**config.mk**
```make
export PLATFORM = sky130hd
export DESIGN_NAME = serial_addsub
export DESIGN_NICKNAME = d
export VERILOG_FILES = /design/src/rtl/serial_addsub.sv
export SDC_FILE = /design/constraint.sdc
export NUM_CORES = 1
export LEC_CHECK = 0
export ABC_AREA = 1
export CAP_MARGIN = 5
export CORE_ASPECT_RATIO = 0.75
export CORE_MARGIN = 1.5
export CORE_UTILIZATION = 51
export DETAILED_ROUTE_END_ITERATION = 6
export HOLD_SLACK_MARGIN = 0.15
export PLACE_DENSITY = 0.84
export SKIP_LAST_GASP = 1
export SYNTH_ARGS = -nofsm -noshare
export SYNTH_HDL_FRONTEND = slang
export SYNTH_SLANG_ARGS = --single-unit
```
**constraint.sdc**
```tcl
create_clock -name clk -period 1.4 [get_ports clk]
set_input_delay 0.21 -clock clk [delete_from_list [all_inputs] [get_ports clk]]
set_output_delay 0.21 -clock clk [all_outputs]
set_load 0.005 [all_outputs]
```
**src/rtl/serial_addsub.sv**
```systemverilog
// serial_addsub -- bit-serial two's-complement adder/subtractor.
//
// A single full-adder slice plus a carry flip-flop processes one operand bit
// per clock, LSB first. This is the small, slow counterpart to a parallel
// ripple adder. A controller drives it through start/done.
//
// Optional feature macro: SERIAL_ADDSUB_ZERO_FLAG_EN
//   When defined, this adds output port `zero`. It is 1 when the final result
//   is 0 and is registered together with `result`. The bit is built serially
//   by OR-ing the sum bits as they are produced.
//
// Ports
//   clk     in   1      rising-edge clock
//   rst_n   in   1      asynchronous active-low reset
//   start   in   1      request; accepted only in IDLE or DONE
//   sub     in   1      0 = a+b, 1 = a-b; latched on accept
//   a, b    in   WIDTH  operands; latched on accept
//   busy    out  1      high while in RUN (WIDTH cycles)
//   done    out  1      one-cycle pulse; result/cout/ovf valid
//   result  out  WIDTH  sum/difference, held until the next done
//   cout    out  1      final carry (sub: 1 = no borrow)
//   ovf     out  1      signed overflow
//   zero    out  1      result == 0 (only with SERIAL_ADDSUB_ZERO_FLAG_EN)
//
// Handshake: start is a level request. It is taken on any rising edge where
// the FSM is in IDLE or DONE. That includes the DONE cycle, so operations can
// run back to back. In RUN, start is ignored. The FSM state is visible for
// debug as r_state.
module serial_addsub #(
  parameter int WIDTH = 8
) (
  input  logic             clk,
  input  logic             rst_n,
  input  logic             start,
  input  logic             sub,
  input  logic [WIDTH-1:0] a,
  input  logic [WIDTH-1:0] b,
  output logic             busy,
  output logic             done,
  output logic [WIDTH-1:0] result,
  output logic             cout,
  output logic             ovf
`ifdef SERIAL_ADDSUB_ZERO_FLAG_EN
  ,
  output logic             zero
`endif
);

  localparam int CW = (WIDTH > 1) ? $clog2(WIDTH) : 1;

  typedef enum logic [1:0] {
    S_IDLE = 2'd0,
    S_RUN  = 2'd1,
    S_DONE = 2'd2
  } state_t;

  state_t           r_state;
  state_t           w_next;

  logic [WIDTH-1:0] r_sha;
  logic [WIDTH-1:0] r_shb;
  logic [WIDTH-1:0] r_shr;
  logic             r_carry;
  logic [CW-1:0]    r_count;
  logic [WIDTH-1:0] r_result;
  logic             r_cout;
  logic             r_ovf;

  logic             w_accept;
  logic             w_last;
  logic             w_sum;
  logic             w_carry_nxt;

  assign w_accept    = start && ((r_state == S_IDLE) || (r_state == S_DONE));
  assign w_last      = (r_count == CW'(WIDTH - 1));
  assign w_sum       = r_sha[0] ^ r_shb[0] ^ r_carry;
  assign w_carry_nxt = (r_sha[0] & r_shb[0]) | (r_sha[0] & r_carry) | (r_shb[0] & r_carry);

  // State register
  always_ff @(posedge clk or negedge rst_n) begin
    if (!rst_n) begin
      r_state <= S_IDLE;
    end else begin
      r_state <= w_next;
    end
  end

  // Next-state logic
  always_comb begin
    w_next = r_state;
    case (r_state)
      S_IDLE:  if (start) w_next = S_RUN;
      S_RUN:   if (w_last) w_next = S_DONE;
      S_DONE:  w_next = start ? S_RUN : S_IDLE;
      default: w_next = S_IDLE;
    endcase
  end

  // Status outputs follow the state directly
  always_comb begin
    busy = 1'b0;
    done = 1'b0;
    case (r_state)
      S_RUN:   busy = 1'b1;
      S_DONE:  done = 1'b1;
      default: ;
    endcase
  end

`ifdef SERIAL_ADDSUB_ZERO_FLAG_EN
  logic r_zacc;
  logic r_zero;
  assign zero = r_zero;
`endif

  // Datapath. Subtraction is a + ~b + 1, so the +1 is the carry seed. The
  // result registers load only on the last RUN edge. Mid-operation they keep
  // the previous answer, and the partial sum stays in r_shr.
  always_ff @(posedge clk or negedge rst_n) begin
    if (!rst_n) begin
      r_sha    <= '0;
      r_shb    <= '0;
      r_shr    <= '0;
      r_carry  <= 1'b0;
      r_count  <= '0;
      r_result <= '0;
      r_cout   <= 1'b0;
      r_ovf    <= 1'b0;
`ifdef SERIAL_ADDSUB_ZERO_FLAG_EN
      r_zacc   <= 1'b0;
      r_zero   <= 1'b0;
`endif
    end else if (w_accept) begin
      r_sha   <= a;
      r_shb   <= sub ? ~b : b;
      r_carry <= sub;
      r_count <= '0;
      r_shr   <= '0;
`ifdef SERIAL_ADDSUB_ZERO_FLAG_EN
      r_zacc  <= 1'b0;
`endif
    end else if (r_state == S_RUN) begin
      r_carry <= w_carry_nxt;
      r_sha   <= r_sha >> 1;
      r_shb   <= r_shb >> 1;
      r_shr   <= {w_sum, r_shr[WIDTH-1:1]};
      r_count <= r_count + CW'(1);
`ifdef SERIAL_ADDSUB_ZERO_FLAG_EN
      r_zacc  <= r_zacc | w_sum;
`endif
      if (w_last) begin
        r_result <= {w_sum, r_shr[WIDTH-1:1]};
        r_cout   <= w_carry_nxt;
        // r_carry is the carry into the MSB during the last slice
        r_ovf    <= r_carry ^ w_carry_nxt;
`ifdef SERIAL_ADDSUB_ZERO_FLAG_EN
        r_zero   <= ~(r_zacc | w_sum);
`endif
      end
    end
  end

  assign result = r_result;
  assign cout   = r_cout;
  assign ovf    = r_ovf;

endmodule
```
==> reports/metrics.csv, run 1 <==
stage;metric;value;unit
clock_network;cts_buffers;5;
yosys;syn_inst;215;
timing;fin_crit;1.36;ns
yosys;yosysUniqueCellTypes;19;
floorplan;design.core.area;3310;um2
global_routing;grt_max_degree;22;
final_layout;fin_util;71.7;%
yosys;synth_top_area_cell;dfrtp_1;
drt;vias;1488;
global_routing;antenna_found_initial;0;
global_routing;track_usage;21.7;%
clock_network;clk_pin_slew_worst_paths;0.08;ns
timing;maxSlewViolCount;0;
power;p_leak;1.25;nW
yosys;synth-seq-area-share;54.6;%
global_routing;grt_pass1_wl;6.11;mm
power;power_density;2100;nW/um2
floorplan;initial_core_util;54.0;%
setup_path;criticalPathCategory;register to primary output;
drt;drt_wl_total;3.67;mm
final_layout;final_cell_mix;nand2_1, dfrtp_1, clkdlybuf4s50_1;
outcome;outcome;complete, no violations;
setup_path;endpoint_kind;primary output;
setup_path;r2r_start;r_state[1]$_DFFE_PN0P_;
clock_network;clock_sinks;39;
yosys;yosysTopAreaCellShare;54.6;%
placement;place_congestion;0.785;
floorplan;die_w;71.3;um
timing;timing.final.hold_violations;0;
floorplan;die_h;54.3;um
yosys;yosys_warnings;0;
clock_network;tritoncts;done;
timing;fin_hold_ws;0.229;ns
drt;first_pass_iters;4;
drt;drtIter0Drc;152;
placement;post-place-ws;0.0167;ns
final_layout;fill_cells;273;
setup_path;cp.arrival;1.15;ns
setup_path;worstPathRequired;1.19;ns
timing;max-slew-margin-rel;81.9;%
timing;setup_ws;0.0436;ns
yosys;synth_area_per_cell;8.31;um2
global_routing;grt-ovfl-total;0;
timing;fin_skew;0.00869;ns
global_routing;grt_pass1_vias;1345;
yosys;netlist_area;1790;um2
placement;port-buffer-count;31;
clock_network;h-tree-depth;2;
timing;tightest_slew;0.271;ns
drt;wl_per_cell;12.0;um
final_layout;diodes;0;
floorplan;io_pins;32;
final_layout;nNetsFinal;287;
timing;rsz0062_at_grt;true;
clock_network;clockBufferDepth;2;
drt;vias_per_cell;4.88;
clock_network;insertion_delay;0.29;ns
timing;setup-tns-final;0;ns
final_layout;final-seq-area;977;um2
yosys;ys_top_cells_by_area;dfrtp_1, nand2_1, inv_1;
floorplan;fp-row-count;18;
final_layout;multiInputGateArea;658;um2
setup_path;start_kind;register;
placement;place_hpwl;2.65;mm
timing;final-setup-viol-count;0;
yosys;postSynthNetCount;238;
placement;placed_cell_area;2200;um2
job;drv_cap;0;
drt;drtAntennaViolNets;0;
power;peakVddDrop;862;uV
final_layout;finalInstanceArea;2370;um2
final_layout;final_common_cell;nand2_1;
yosys;ys_seq_elements;39;
setup_path;path_max_fanout;2;
final_layout;drive_gt1_share;13.6;%
floorplan;die_area;3870;um2
final_layout;area_growth_syn_to_layout;32.8;%
timing;fmax;0.737;GHz
setup_path;worstSetupStartpoint;r_state[1]$_DFFE_PN0P_;
drt;drc;0;
clock_network;cts_root_buf;clkbuf_8;
hold_path;hold_class;primary input to asynchronous set/reset pin;
timing;period_share;96.9;%
## metrics by stage
stage,total power [mW],instances
after floorplan,3.22,215
after global placement,3.93,290
after detailed placement,4.05,290
after CTS,4.94,302
after global routing,5.41,305
final,4.99,305
## registers in the layout, summed over array words and instances (netlist names)
signal / flops
cout: 1
ovf: 1
r_carry: 1
r_count: 3
r_sha: 8
r_shb: 8
r_shr: 7
r_state: 2
result: 8
## worst paths after layout
path / end / slack, ns / cells past startpoint
setup / recovery: busy / 0.04 / 3
hold reg to reg: r_shb[3]$_DFFE_PN0P_ / 0.48 / 2
setup reg to reg: cout$_DFFE_PN0P_ / 0.07 / 7
max in group asynchronous: r_state[0]$_DFFE_PN0P_ / 0.72 / 3
hold / removal: result[0]$_DFFE_PN0P_ / 0.23 / 2
min in group clk: r_shb[3]$_DFFE_PN0P_ / 0.48 / 2
## what timing repair did
item	in CTS	in global routing
hold buffers	1	0
buffers inserted	3	3
hold endpoints to repair	39	0
resized for setup	4	7
pin swaps	0	0
endpoints found under the setup margin	2	15
## cell usage after synthesis (all sizes together)
library cell / n
a21oi: 1
buf: 8
dfrtp: 39
fa: 1
ha: 2
inv: 28
nand2: 89
nand3: 18
nor2: 4
o21ai: 16
o22ai: 7
xnor2: 2
## power breakdown
| group | internal (mW) | total [mW] | switching [mW] |
|---|---|---|---|
| registers | 1.64 | 1.91 | 0.266 |
| logic | 1.05 | 2.24 | 1.19 |
| clock network | 0.448 | 0.838 | 0.391 |
## metal layers
| layer | track usage [%] | share of wire [%] | routed length, um |
|---|---|---|---|
| met5 | 0 | 0 | 0 |
| met4 | 11.0 | 1.0 | 38 |
| met3 | 5.16 | 5.2 | 191 |
| met2 | 34.7 | 47 | 1720 |
| met1 | 28.3 | 47 | 1720 |
## kinds of logic after synthesis
| kind of cell | after synthesis | synth area share (%) |
|---|---|---|
| adders and majority gates | 3 | 2.52 |
| AOI/OAI and AO/OA | 24 | 7.21 |
| xor gates and xnor gates | 2 | 0.981 |
| buffers and inverters | 36 | 8.54 |
| DFF | 39 | 54.6 |
| and+or+nand+nor | 111 | 26.1 |
## worst max-delay path, stage by stage, from the launching register on
cell and delay, ns:
dfrtp_1 0.40, buf_4 0.15, nor2_4 0.10, clkdlybuf4s15_1 0.20
## cell type report
| type | instances | area share, % |
|---|---|---|
| multi-input cells | 140 | 27.7 |
| repair buffers | 50 | 20.0 |
| flip-flops and latches | 39 | 41.2 |
| well taps | 40 | 2.11 |
| clock inverters | 1 | 0.316 |
| clock buffers | 7 | 4.06 |
| inverters | 28 | 4.54 |
(Power assumes the default switching activity.)
==> run 2, diff against run 1 <==
- ABC_AREA: 1 -> not set
- CORE_MARGIN: 1.5 -> 3
- PLACE_DENSITY: 0.84 -> not set
- PLACE_DENSITY_LB_ADDON: not set -> 0.25
==> run 2 against run 1 <==
The run now ends with negative setup slack left. Sequential share of layout area fell by 0.50 points. Sequential power is essentially flat. Largest power group unchanged. Synthesized area down 3.4%. Routed wire length shrank 1.8%. Largest cell class unchanged. Final area rose by 1.1%.
==> reports/metrics.csv, run 2 <==
stage;metric;value;unit;change
outcome;outcome;complete, but fails checks;;
outcome;violations;negative setup slack;;
yosys;synthFlopType;dfrtp_1;;
timing;rsz0062_at_grt;true;;
global_routing;antenna_found_initial;0;;unchanged
clock_network;cts_buffers;5;;unchanged
floorplan;fp-row-count;17;;-1
setup_path;endpoint_kind;register;;
drt;vias_per_cell;5.48;;+12%
drt;drt_wl_total;3.61;mm;-1.8%
yosys;netlist_area;1730;um2;-3.4%
final_layout;area_growth_syn_to_layout;39.0;%;
clock_network;clock_sinks;39;;unchanged
yosys;synth_area_per_cell;13.4;um2;+61%
timing;fmax;0.676;GHz;-8.3%
power;seq_power_share;37.8;%;-0.5 points
placement;place_hpwl;2.13;mm;-20%
placement;port-buffer-count;31;;unchanged
power;swShare;33.1;%;-4.0 points
yosys;yosysTopAreaCellShare;56.6;%;+1.9 points
setup_path;criticalPathCategory;register to register;;
setup_path;worstPathRequired;1.58;ns;+0.39 ns
timing;fin_hold_ws;0.397;ns;+0.168 ns
timing;max-slew-margin-rel;69.4;%;-12 points
floorplan;design.core.area;3080;um2;-6.8%
setup_path;slowest_stage;dfrtp_1;;
yosys;yosysUniqueCellTypes;23;;+4
power;power_density;2130;nW/um2;+1.1%
drt;drtIter0Drc;56;;-63%
power;combPwrFrac;47.9;%;+3.0 points
global_routing;grt_pass1_vias;1111;;-17%
timing;setup_ws;-0.0789;ns;-0.123 ns
yosys;yosys_warnings;0;;unchanged
global_routing;grt_pass1_wl;5.23;mm;-14%
yosys;synth_edf_count;0;;unchanged
yosys;syn_inst;129;;-40%
floorplan;die_h;56.4;um;+3.9%
clock_network;clk_pin_slew_worst_paths;0.08;ns;about the same
power;power_frac_clock;14.2;%;-2.6 points
hold_path;hold_class;primary input to asynchronous set/reset pin;;
global_routing;grt-ovfl-total;0;;unchanged
clock_network;insertion_delay;0.29;ns;about the same
yosys;synth-seq-area-share;56.6;%;+1.9 points
timing;final-setup-viol-count;10;;+10
setup_path;cp_cell_sequence;ha_2 -> ha_4 -> nand3b_1 -> buf_4 -> mux2_2;;
power;p_leak;1.18;nW;-5.1%
power;switchingPower;1.69;mW;-8.8%
final_layout;final_cell_mix;dfrtp_1, clkdlybuf4s50_1, a22o_1;;
clock_network;h-tree-depth;2;;unchanged
drt;first_pass_iters;4;;unchanged
setup_path;start_kind;register;;
timing;maxSlewViolCount;0;;unchanged
floorplan;die_w;73.2;um;+2.5%
final_layout;diodes;0;;unchanged
drt;vias;1194;;-20%
final_layout;final_common_cell;dfrtp_1;;
placement;place_congestion;0.693;;-12%
clock_network;clockBufferDepth;2;;unchanged
yosys;async_flop_share;100;%;unchanged
clock_network;cts_root_buf;clkbuf_8;;
job;drv_cap;0;;unchanged
timing;tightest_slew;0.459;ns;+0.187 ns
yosys;synthTopCellsByCount;dfrtp_1, a22o_1, mux2_2;;
global_routing;track_usage;16.4;%;-5.3 points
final_layout;drive_gt1_share;24.4;%;+11 points
yosys;postSynthNetCount;152;;-36%
timing;timing.final.hold_violations;0;;unchanged
yosys;ys_seq_elements;39;;unchanged
power;peakVddDrop;1060;uV;+23%
setup_path;cp.arrival;1.65;ns;+0.50 ns
yosys;ys_top_cells_by_area;dfrtp_1, a22o_1, mux2_2;;
setup_path;cp_num_buf_inv;1;;-1
setup_path;max_stage_delay;0.39;ns;about the same
drt;drc;0;;unchanged
timing;period_share;106;%;+8.8 points
floorplan;initial_core_util;55.9;%;+2.0 points
final_layout;fill_cells;198;;-27%
yosys;synth_top_area_cell;dfrtp_1;;
final_layout;nNetsFinal;202;;-30%
timing;fin_skew;0.00824;ns;-0.000458 ns
yosys;yosysMostFrequentCell;dfrtp_1;;
drt;wl_per_cell;16.5;um;+37%
power;p_int;3.41;mW;+8.7%
floorplan;die_area;4120;um2;+6.5%
setup_path;path_max_fanout;5;;+3
drt;drtAntennaViolNets;0;;unchanged
global_routing;grt_max_degree;28;;+27%
timing;fin_crit;1.48;ns;+0.123 ns
floorplan;io_pins;32;;unchanged
clock_network;tritoncts;done;;
power;power.total;5.10;mW;+2.2%
setup_path;critPathTopFamily;flip-flops;;
## run 2: cell count changes in the layout (fill, tap and decap cells not counted), sizes merged, moves of 7 or more
| cell | before | now |
|---|---|---|
| nand3 | 18 | 0 |
| o21ai | 16 | 9 |
| mux2 | 0 | 10 |
| nand2 | 89 | 9 |
| xor2 | 0 | 8 |
| a21o | 0 | 8 |
| inv | 28 | 2 |
| mux2i | 0 | 8 |
| a22o | 0 | 18 |
| o22ai | 7 | 0 |
## run 2: cells by family (layout without fill, tap and decap cells)
group	Yosys count	in the layout	share of synthesized area, %
multiplexers	18	18	11.2
AND/OR/NAND/NOR	14	16	4.79
AO/OA/AOI/OAI	35	35	15.2
adder cells (fa/ha/maj)	3	3	2.61
flip-flops	39	39	56.6
XOR/XNOR	9	9	4.57
buffers and inverters	11	60	5.08
## run 2: power by group through the flow
stage / clock network, mW / registers (mW) / logic (mW)
floorplan: 0 / 1.87 / 1.41
global placement: 0 / 1.89 / 1.94
detailed placement: 0 / 1.93 / 2.00
CTS: 0.748 / 1.91 / 2.09
global route: 0.785 / 1.99 / 2.64
finish: 0.726 / 1.93 / 2.44
## run 2: worst paths after layout
check	cells after the start	to	from	slack (ns)
setup / recovery	5	result[7]$_DFFE_PN0P_	r_count[0]$_DFFE_PN0P_	-0.08
hold / removal	2	r_shr[2]$_DFFE_PN0P_	rst_n	0.40
setup reg to reg	5	result[7]$_DFFE_PN0P_	r_count[0]$_DFFE_PN0P_	-0.08
hold reg to reg	1	r_sha[6]$_DFFE_PN0P_	r_sha[6]$_DFFE_PN0P_	0.49
max in group asynchronous	3	r_sha[3]$_DFFE_PN0P_	rst_n	0.53
min in group clk	1	r_sha[6]$_DFFE_PN0P_	r_sha[6]$_DFFE_PN0P_	0.49
## run 2: final cells by class
cell class	instances	area [um2]	area share, %
Sequential cell	39	976	40.7
Multi-Input combinational cell	81	742	30.9
Timing Repair Buffer	50	541	22.5
Clock buffer	6	72.6	3.03
Tap cell	38	47.5	1.98
Clock inverter	2	12.5	0.522
Inverter	2	7.51	0.313
## run 2: stage by stage
stage | util (%) | std cells | setup slack (ns) | setup TNS, ns | cell area (um2)
2_1_floorplan | - | 129 | -0.0220 | -0.154 | 1740
3_3_place_gp | 68.9 | 200 | -0.0935 | -0.889 | 2130
3_5_place_dp | 68.9 | 200 | -0.104 | -1.37 | 2130
4_1_cts | 73.3 | 211 | -0.0654 | -0.522 | 2260
5_1_grt | 77.8 | 218 | -0.111 | -1.07 | 2400
6_report | 77.8 | 218 | -0.0789 | -0.561 | 2400
## run 2: what timing repair did
action / 4_1_cts / 5_1_grt
gates resized for setup: 7 / 14
hold endpoints to repair: 18 / 0
setup buffers: 2 / 3
hold buffers: 1 / 0
pin swaps: 1 / 3
cloned: 0 / 4
endpoints found under the setup margin: 11 / 32
## run 2: per-layer routing
metal  vias to the layer above  track usage, %  part of all wire (%)
met3                         5            4.29                   4.0
met4                         0            5.53                  0.97
met5                         -               0                     0
met1                       599            20.9                    44
li1                        561               -                     -
met2                        29            26.9                    51
==> RTL change 1, RTL diff (settings of run 2) <==
Add a define of `SERIAL_ADDSUB_ZERO_FLAG_EN`.
--- a/src/rtl/serial_addsub.sv
+++ b/src/rtl/serial_addsub.sv
@@ -27,4 +27,6 @@
 // run back to back. In RUN, start is ignored. The FSM state is visible for
 // debug as r_state.
+`define SERIAL_ADDSUB_ZERO_FLAG_EN
+
 module serial_addsub #(
   parameter int WIDTH = 8
Check against the original RTL (old outputs only; new: zero): equivalent (equiv_simple and equiv_induct, registers matched by name and starting in step).
==> RTL change 1 against run 2 <==
The flow now finishes without violations; design area decreased by 0.10%; non-clock buffer count unchanged; synthesized area increased by 5.6%; final cell count increased by 14%; wire length increased by 2.7%; first-iteration DRC count increased by 63%; setup slack improved by 0.13 ns; sequential cell count increased by 2; fmax increased by 9.3%; clock power decreased by 0.7%; power increased by 0.99%; critical endpoint is now r_shb[6]; largest power group unchanged; highest routed layer unchanged.
==> RTL change 1: results (changes against run 2) <==
** Place
- Count of port buffers added during placement :: 32 (+3.2%)
- Detailed-placement wirelength estimate :: 2500 microns (+18%)
- The global placer's final weighted congestion came to 0.849 (+22%).

** Cells and area
- Layout cell share with drive strength beyond 1 :: 21.2% (-3.3 points)
- The filler cell count was 233 (+18%).

** Power and ir drop
- Maximum vdd drop :: 1170 uV (+11%)
- Static leakage power :: 1.15 nW (-2.8%)

** Synthesis
- Leading cell types by count after synthesis :: dfrtp_1, nand2_1, nor2_1
- The sequential area share after synthesis was 56.3% (-0.24 points).
- Proportion of synthesized area in mux cells :: 5.36% (-5.8 points)
- The compound-cell area share of the yosys netlist was 13.3% (-2.0 points).
- The number of distinct library cell variants in the gate-level netlist after synthesis came to 30 (+30%).
- Area share of xor/xnor cells in the synthesized design :: 4.33% (-0.24 points)

** Clock network
- The count of buffers added by post-CTS timing repair for setup came to 3 (+1).
- The insertion delay of the later-clocked pin in the worst-skew pair was 0.29 ns (about the same).

** Outcome
- Outcome :: finished, final reports clean

** Global route
- Total global-route track usage :: 18.9% (+2.5 points)
- Pin count of the biggest net entering global routing :: 42 (+50%)
- The number of global-route vias before repair came to 1,296 (+17%).
- First-pass GRT wire length :: 6120 microns (+17%)

** Route
- Final routed wire length divided by cell count :: 14.9 microns (-9.7%)
- Drt initial violations :: 91 (+63%)
- The via count of the routed design is 1,350 (+13%).

** Worst hold path
- The path class of the tightest hold or removal check is flop to flop.

** Critical path
- Crit path arrival time :: 1.53 ns (-0.12 ns)
- Maximum fanout along the worst path :: 7 (+2)
- Startpoint of the most critical register-to-register path :: r_state[0]

** Timing
- The measured slew at the worst slew-check pin is 0.488 ns (+0.0299 ns).
- The largest clock skew in the final design came to 0.00596 ns (-0.00227 ns).
[RTL change 1: critical path, stage by stage (launching register included)]
cell and delay, ns:
dfrtp_2 0.47, buf_6 0.14, nor2b_1 0.10, buf_4 0.16, nor2_4 0.06, a221o_1 0.31
[RTL change 1: final timing paths]
kind / cells after the start / slack, ns / to
min: 2 / 0.48 / zero
max reg2reg: 5 / 0.05 / r_shb[6]
min in group asynchronous: 3 / 0.50 / result[5]
min reg2reg: 2 / 0.48 / zero
max: 5 / 0.05 / r_shb[6]
max in group asynchronous: 3 / 0.54 / r_state[0]
[RTL change 1: report_power, final]
part,leakage [nW],switching [mW],internal (mW)
sequential,0.510,0.343,1.74
combinational,0.602,1.07,1.27
clock,0.0395,0.367,0.354
total,1.15,1.78,3.37
[RTL change 1: routing by layer]
metal / wire length (microns) / track usage [%] / share of wire, %
met1: 1630 / 25.7 / 44
met2: 1790 / 28.9 / 48
met3: 234 / 6.59 / 6.3
met4: 52 / 5.33 / 1.4
met5: 0 / 0 / 0
[RTL change 1: through the flow]
| stage | setup slack (ns) | hold slack [ns] | std cells | instance area, sq um | TNS [ns] |
|---|---|---|---|---|---|
| finish | 0.0467 | 0.481 | 248 | 2400 | 0 |
| global route | -0.0105 | 0.513 | 248 | 2400 | -0.0177 |
| CTS | 0.00456 | 0.483 | 246 | 2350 | 0 |
| detailed placement | -0.0876 | 0.295 | 233 | 2220 | -0.618 |
| global placement | -0.0525 | 0.289 | 233 | 2220 | -0.159 |
| floorplan | 0.0170 | -0.0856 | 159 | 1840 | 0 |
[RTL change 1: area by class of cell]
cell class / count / area share, %
clock buffer: 8 / 3.34
inverter: 5 / 1.10
multi-input combinational: 104 / 30.9
sequential: 41 / 42.9
tap: 40 / 2.09
timing repair buffer: 50 / 19.7
==> RTL change 2, RTL diff (settings of run 2) <==
Made on the original files. Put one more register stage on the output `ovf`, with the module's reset. The value now appears one clock later. The other outputs are not delayed to match. Comments in the files are not updated.
--- a/src/rtl/serial_addsub.sv
+++ b/src/rtl/serial_addsub.sv
@@ -163,5 +163,11 @@
   assign result = r_result;
   assign cout   = r_cout;
-  assign ovf    = r_ovf;
+  always_ff @(posedge clk or negedge rst_n) begin
+    if (!rst_n) begin
+      ovf <= '0;
+    end else begin
+      ovf <= r_ovf;
+    end
+  end
 
 endmodule
Behaviour: not the same (Yosys sat finds a counterexample within 10 cycles, from zero or initial values and one cycle with rst_n low).
==> RTL change 2 against run 2 <==
The flow still finishes with violations (setup timing); sequential cell count increased by 1; setup slack got worse by 0.017 ns; core utilization decreased by 2.6 points; die area about the same; wire length decreased by 5.7%; design area decreased by 3.3%; synthesized area about the same; power increased by 0.18%; largest cell class unchanged; largest power group unchanged; highest routed layer unchanged.
==> RTL change 2: results (changes against run 2) <==
** Outcome
- Outcome :: finished, violations left
- Failing checks :: setup timing

** Clock network
- Worst-path clk slew :: 0.08 ns (about the same)
- Maximum count of clock buffers along a single path :: 2 (unchanged)
- Insertion delay to the later sink of the worst-skew pair :: 0.29 ns (about the same)
- The CTS buffer count is 5 (unchanged).
- The cell sitting at the root of the clock tree is a clkbuf_8.
- The number of levels in the clock H-tree is 2 (unchanged).

** Synthesis
- Leading cell types by total area after synthesis :: dfrtp_1, a22o_1, mux2_2, mux2i_1, xor2_1
- The share of flip-flops with an asynchronous set or reset is 100% (unchanged).
- The number of distinct library cell variants in the gate-level netlist after synthesis was 23 (unchanged).
- The total of warnings raised by yosys came to 0 (unchanged).
- Synth Net Count :: 154 (+1.3%)
- In the synthesized netlist the dominant register cell turns out to be dfrtp_1.
- The sequential area share after synthesis is 58.1% (+1.5 points).
- By count the netlist is led by dfrtp_1, a22o_1, mux2_2.

** Timing
- The normalized max-slew margin is 67.7% (-1.7 points).
- The final sum of negative setup slack came to -0.763 ns (-0.201 ns).
- The largest clock skew in the final design is 0.00486 ns (-0.00337 ns).
- Number of setup violations in the final report :: 12 (+2)
- Final worst setup slack :: -0.0955 ns (-0.0165 ns)

** Place
- Count of port buffers added during placement :: 31 (unchanged)
- Global placer's final weighted congestion :: 0.746 (+7.6%)
- Post-place setup slack :: -0.117 ns (-0.0136 ns)
- Detailed-placement wirelength estimate :: 2290 microns (+7.6%)

** Critical path
- Crit path arrival time :: 1.67 ns (+0.02 ns)
- The peak fanout along the critical path was 12 (+7).

** Worst hold path
- In this run the worst hold path is classified as flop to flop.

** Global route
- First-pass GRT wire length :: 5690 microns (+8.7%)
- Number of antenna violations at the first check in global routing :: 0 (unchanged)
- Total global-route track usage :: 18.9% (+2.5 points)
- Pin count of the biggest net entering global routing :: 41 (+46%)
- Number of global-route vias before repair :: 1,191 (+7.2%)

** Cells and area
- The number of nets in the layout came to 199 (-1.5%).
- The number of antenna cells inserted came to 0 (unchanged).
- The layout cell share with drive strength beyond 1 came to 22.0% (-2.4 points).
- Number of fill cells in the layout :: 199 (+0.51%)

** Power and ir drop
- The leakage power figure was 1.14 nW (-3.9%).
- Maximum vdd drop :: 1350 uV (+27%)

** Route
- The iteration-0 DRC count of the detailed router is 94 (+68%).
- Number of vias per cell :: 5.47 (-0.13%)
- Final routed wire length divided by cell count :: 15.8 microns (-4.4%)
- Number of detailed-routing iterations run before antenna repair :: 4 (unchanged)
## RTL change 2: cell type report
type / instances / area, sq um / share of cell area, %
clock inverters: 1 / 7.51 / 0.324
repair buffers: 48 / 513 / 22.1
flip-flops and latches: 40 / 1000 / 43.2
well taps: 38 / 47.5 / 2.05
multi-input cells: 79 / 657 / 28.3
clock buffers: 7 / 86.3 / 3.72
inverters: 2 / 7.51 / 0.324
## RTL change 2: path summary, 6_finish.rpt
kind                       startpoint        end  slack [ns]  depth (start not counted)
min reg2reg                     r_ovf        ovf        0.40                          0
max reg2reg                r_count[1]       cout        -0.1                          5
min in group asynchronous       rst_n  result[6]        0.50                          3
max in group asynchronous       rst_n   r_shb[3]        0.56                          3
max                        r_count[1]       cout        -0.1                          5
min                             r_ovf        ovf        0.40                          0
## RTL change 2: stage by stage
step	power [mW]	area [sq um]	std cells	util [%]	hold slack, ns
6_report	5.11	2320	215	75.2	0.402
5_1_grt	5.47	2320	215	75.2	0.421
4_1_cts	4.98	2270	213	73.5	0.406
3_5_place_dp	4.10	2150	203	69.6	0.290
3_3_place_gp	4.00	2150	203	69.6	0.282
2_1_floorplan	3.26	1740	131	-	-0.0856
## RTL change 2: critical path, cell delays in order, from the launching register on
cell	delay, ns
dfrtp_1	0.40
ha_2	0.19
ha_2	0.17
nand3b_1	0.13
buf_12	0.15
mux2_2	0.33
## RTL change 2: cell families after synthesis
group	count (synthesis)	share of synthesized area (%)
flip-flops	40	58.1
AO/OA/AOI/OAI	35	15.4
multiplexers	17	10.6
AND/OR/NAND/NOR	15	4.28
buffers and inverters	12	4.50
XOR/XNOR	9	4.57
adder cells (fa/ha/maj)	3	2.61
## RTL change 2: timing repair
action | 4_1_cts | 5_1_grt
buffers inserted | 1 | 1
hold buffers | 1 | 0
endpoints found under the hold margin | 40 | 0
gates resized for setup | 5 | 9
gates cloned | 0 | 1
endpoints found under the setup margin | 17 | 35
pin swaps | 1 | 10
## RTL change 2: per-layer routing
layer,GRT usage [%],part of all wire (%)
met1,26.1,47
met4,10.0,1.7
met2,25.6,46
met3,6.80,5.4
met5,0,0
## RTL change 2: report_power, final
group / switching (mW) / internal (mW) / total, mW / leakage [nW]
Sequential: 0.315 / 1.68 / 1.99 / 0.504
Combinational: 0.893 / 1.43 / 2.33 / 0.590
Clock: 0.388 / 0.400 / 0.788 / 0.0445
Total: 1.60 / 3.51 / 5.11 / 1.14
